**src/rtl/cache_arbiter.sv**
```systemverilog
// cache_arbiter: shares one physical memory port between the I-cache and D-cache.
module cache_arbiter #(
  parameter int LINE_WIDTH   = 128,
  parameter int STARVE_LIMIT = 4
) (
  input  logic                  clk,
  input  logic                  reset_n,
  input  logic                  i_pmem_read,
  input  logic [15:0]           i_pmem_address,
  output logic [LINE_WIDTH-1:0] i_pmem_rdata,
  output logic                  i_pmem_resp,
  input  logic                  d_pmem_read,
  input  logic                  d_pmem_write,
  input  logic [15:0]           d_pmem_address,
  input  logic [LINE_WIDTH-1:0] d_pmem_wdata,
  output logic [LINE_WIDTH-1:0] d_pmem_rdata,
  output logic                  d_pmem_resp,
  output logic                  pmem_read,
  output logic                  pmem_write,
  output logic [15:0]           pmem_address,
  output logic [LINE_WIDTH-1:0] pmem_wdata,
  input  logic [LINE_WIDTH-1:0] pmem_rdata,
  input  logic                  pmem_resp
);
  localparam int SW = $clog2(STARVE_LIMIT + 1);
  typedef enum logic [1:0] {IDLE, I_BUSY, D_BUSY} state_e;
  state_e                state_q, state_d;
  logic [SW-1:0]         starve_cnt_q, starve_cnt_d;
  logic [15:0]           addr_q, addr_d;
  logic [LINE_WIDTH-1:0] wdata_q, wdata_d;
  logic                  rd_q, rd_d, wr_q, wr_d;
  logic                  d_req, starved, grant_i, grant_d;
  assign d_req   = d_pmem_read | d_pmem_write;
  assign starved = starve_cnt_q == SW'(STARVE_LIMIT);
  assign grant_i = (state_q == IDLE) & i_pmem_read & (~d_req | starved);
  assign grant_d = (state_q == IDLE) & d_req & ~grant_i;
  assign pmem_read    = rd_q;
  assign pmem_write   = wr_q;
  assign pmem_address = addr_q;
  assign pmem_wdata   = wdata_q;
  assign i_pmem_rdata = pmem_rdata;
  assign d_pmem_rdata = pmem_rdata;
  assign i_pmem_resp  = pmem_resp & (state_q == I_BUSY);
  assign d_pmem_resp  = pmem_resp & (state_q == D_BUSY);
  // Grant arbitration, request latching, and return to IDLE on memory response
  always_comb begin
    state_d      = state_q;
    starve_cnt_d = starve_cnt_q;
    addr_d       = addr_q;
    wdata_d      = wdata_q;
    rd_d         = rd_q;
    wr_d         = wr_q;
    if (grant_i) begin
      state_d      = I_BUSY;
      starve_cnt_d = '0;
      addr_d       = i_pmem_address;
      rd_d         = 1'b1;
      wr_d         = 1'b0;
    end else if (grant_d) begin
      state_d      = D_BUSY;
      starve_cnt_d = (i_pmem_read && !starved) ? starve_cnt_q + 1'b1 : starve_cnt_q;
      addr_d       = d_pmem_address;
      wr_d         = d_pmem_write;
      rd_d         = ~d_pmem_write;
      wdata_d      = d_pmem_write ? d_pmem_wdata : wdata_q;
    end else if (state_q != IDLE && pmem_resp) begin
      state_d = IDLE;
      rd_d    = 1'b0;
      wr_d    = 1'b0;
    end
  end
  // State and transaction registers; reset abandons any transaction in flight
  always_ff @(posedge clk or negedge reset_n) begin
    if (!reset_n) begin
      state_q      <= IDLE;
      starve_cnt_q <= '0;
      addr_q       <= '0;
      wdata_q      <= '0;
      rd_q         <= 1'b0;
      wr_q         <= 1'b0;
    end else begin
      state_q      <= state_d;
      starve_cnt_q <= starve_cnt_d;
      addr_q       <= addr_d;
      wdata_q      <= wdata_d;
      rd_q         <= rd_d;
      wr_q         <= wr_d;
    end
  end
endmodule

```
**config.mk**
```make
export PLATFORM = sky130hd
export DESIGN_NAME = cache_arbiter
export DESIGN_NICKNAME = d
export VERILOG_FILES = /design/src/rtl/cache_arbiter.sv
export SDC_FILE = /design/constraint.sdc
export NUM_CORES = 1
export LEC_CHECK = 0
export ABC_AREA = 1
export CELL_PAD_IN_SITES_DETAIL_PLACEMENT = 1
export CELL_PAD_IN_SITES_GLOBAL_PLACEMENT = 1
export CORE_AREA = 2 2 268 270
export CTS_BUF_LIST = sky130_fd_sc_hd__clkbuf_8
export CTS_CLUSTER_SIZE = 28
export DETAILED_ROUTE_END_ITERATION = 16
export DIE_AREA = 0 0 270 272
export PLACE_DENSITY = 0.51
export SLEW_MARGIN = 20
export SYNTH_ARGS = -nofsm -noshare
export SYNTH_HDL_FRONTEND = slang
export SYNTH_SLANG_ARGS = --single-unit
```
**constraint.sdc**
```tcl
create_clock -name clk -period 3.9 [get_ports clk]
set_clock_uncertainty 0.2 [all_clocks]
set_input_delay 1.17 -clock clk [delete_from_list [all_inputs] [get_ports clk]]
set_output_delay 1.17 -clock clk [all_outputs]
set_load 0.005 [all_outputs]
```
==> reports/metrics.csv <==
stage,metric,value,unit
detailed_routing,routed_wirelength,31.8,mm
pwr,max-vdd-ir-drop,0.000291,V
pwr,p_leak,4.75,nW
detailed_routing,num_vias,6678,
grt,grt_start_max_net_pins,147,
die,rows,98,
synth,syn_area,8270,sq um
worst_setup_path,worst_setup_path_start_kind,primary input,
clock_tree,clock-sinks,151,
timing,slew_violations,0,
detailed_routing,drt_iter0_drc,231,
place,dp_hpwl,21.5,mm
grt,grtUsageTotal,0.0872,
clock_tree,ctsHoldBuffers,0,
synth,syn_inst,964,
worst_setup_path,path_cells,clkdlybuf4s50_1 -> inv_1 -> nor3_1 -> clkdlybuf4s50_1,
timing,setup_viol,0,
timing,hold_viol_final,0,
clock_tree,htreeDepth,4,
detailed_routing,first_pass_iters,4,
worst_setup_path,critPathSlowestCell,clkdlybuf4s50_1,
final_layout,final_cell_mix,"clkdlybuf4s50_1, nand2_1, dfrtp_1",
place,place_area,10600,sq um
place,io_buffers,313,
clock_tree,cts_resized,0,
timing,period_needed,3780,ps
detailed_routing,drc,0,
final_layout,syn2layout_area_growth,33.1,%
synth,yosys_register_bits,151,
synth,synth.distinct_cells,16,
die,io-pin-count,698,
synth,synth_top_area_share,0.457,
grt,grt_pass1_vias,7339,
die,initial_utilization,0.117,
synth,yosys_warnings,0,
worst_setup_path,crit_top_cell,clkdlybuf4s50_1,
grt,gr-total-overflow,0,
place,gp_congestion,0.729,
synth,synth.area.top_cells,"dfrtp_1, buf_4, nand2_1",
worst_setup_path,critical_path_class,in2out,
clock_tree,cts-root-buf,clkbuf_8,
min_path,min_path_type,reg2reg,
timing,worstMarginPinSlew,966,ps
die,die_h,272,um
clock_tree,cts_buffers,17,
final_layout,finalNetCount,1289,
worst_setup_path,cp_data_arrival_time,2410,ps
outcome,status,completed,
worst_setup_path,cp_max_fo,2,
clock_tree,path_clk_slew,100,ps
detailed_routing,routed_via_density,3.41,
clock_tree,cts_buffer_depth,2,
grt,grt_pass1_wl,47.7,mm
timing,period_share,0.970,
grt,antenna_found_initial,5,
final_layout,drive_gt1_frac,0.0586,
die,core-area,70800,sq um
worst_setup_path,critPathRequiredTime,2530,ps
synth,synth_top_cell_by_area,dfrtp_1,
detailed_routing,wl_per_cell,16.2,um
timing,setup-tns-final,0,ps
die,die_x,270,um
worst_setup_path,slowest_delay,540,ps
final_layout,design_area,11000,sq um
clock_tree,cts_tree,done,
final_layout,final_common_cell,clkdlybuf4s50_1,
synth,synth-seq-area-share,0.457,
final_layout,num-fill-cells,8353,
die,die_area,73400,sq um
clock_tree,clk_latency,540,ps
synth,syn_avg_cell_area,8.58,sq um
pwr,pwr_density_cell,690,nW/um^2
worst_setup_path,critPathCaptureType,output port,
detailed_routing,postRouteAntennaNets,0,
run,max_cap_violations,0,
timing,slew_headroom,0.356,
timing,rsz0062_at_grt,false,
timing,max_freq,264,MHz
synth,syn_nets,1260,
clock_tree,cts_setup_buffers,0,
==> per-stage QoR <==
| step | util | power [W] | worst slack [ps] | instances | hold slack, ps |
|---|---|---|---|---|---|
| floorplan | - | 0.00429 | 1170 | 964 | 265 |
| global placement | 0.150 | 0.00631 | 129 | 1924 | 253 |
| detailed placement | 0.150 | 0.00640 | 124 | 1924 | 257 |
| CTS | 0.156 | 0.00784 | 131 | 1956 | 282 |
| global route | 0.156 | 0.00826 | 30.6 | 1957 | 299 |
| finish | 0.156 | 0.00759 | 119 | 1958 | 275 |
==> cells in the mapped netlist <==
master / count
nand3_1: 55
clkbuf_1: 23
buf_2: 41
nor2_2: 1
inv_1: 7
o21ai_0: 3
nand4_1: 128
buf_4: 257
dfrtp_1: 151
ha_1: 2
nand2_2: 2
nand2_1: 284
inv_2: 3
nor2_1: 4
nand3_2: 1
nor3_1: 2
==> cell type report <==
type / instances / area (sq um) / share of cell area
Inverter: 10 / 37.5 / 0.00341
Tap cell: 950 / 1190 / 0.108
Antenna cell: 2 / 5.00 / 0.000455
Sequential cell: 151 / 3780 / 0.343
Timing Repair Buffer: 331 / 3330 / 0.303
Multi-Input combinational cell: 482 / 2260 / 0.206
Clock buffer: 20 / 275 / 0.0250
Clock inverter: 12 / 125 / 0.0114
==> cell families (layout without fill, tap and decap cells) <==
| kind of cell | Yosys count | after routing | synth area share |
|---|---|---|---|
| compound gates | 3 | 3 | 0.00181 |
| simple gates | 477 | 477 | 0.265 |
| other cells | 0 | 2 | 0 |
| buf+inv | 331 | 373 | 0.273 |
| flops | 151 | 151 | 0.457 |
| fa+ha+maj | 2 | 2 | 0.00302 |
==> sequential cells by signal, indices dropped and copies added, names as in the netlist <==
signal and count:
state_q 2, pmem_read 1, pmem_write 1, pmem_wdata 128
pmem_address 16, starve_cnt_q 3
==> report_power, final <==
group          internal, W  leakage [nW]  switching (W)  total [W]
Clock             0.000616         0.207       0.000708    0.00132
Sequential         0.00230          1.88       0.000407    0.00271
Combinational      0.00183          2.66        0.00173    0.00356
Total              0.00475          4.75        0.00284    0.00759
==> worst max-delay path: cells and delay by family <==
family	cells	cell delay, ps
buf+inv	3	1080
simple gates	1	160
==> final timing paths <==
path	start	to	slack, ps	depth (start not counted)
setup / recovery	pmem_resp	d_pmem_resp	120	4
hold / removal	pmem_wdata[64]	pmem_wdata[64]	280	2
setup reg to reg	starve_cnt_q[0]	pmem_wdata[121]	1670	8
hold reg to reg	pmem_wdata[64]	pmem_wdata[64]	280	2
max in group asynchronous	reset_n	starve_cnt_q[2]	2290	2
min in group asynchronous	reset_n	pmem_wdata[33]	490	1
==> per-layer routing <==
layer  track usage  up-vias  part of all wire
li1              -     2972                 -
met1        0.0956     3220              0.40
met2         0.136      337              0.46
met3        0.0428      141             0.093
met4        0.0532        8             0.047
met5             0        -            0.0014
Note: power is estimated with default switching activity, not from simulation.
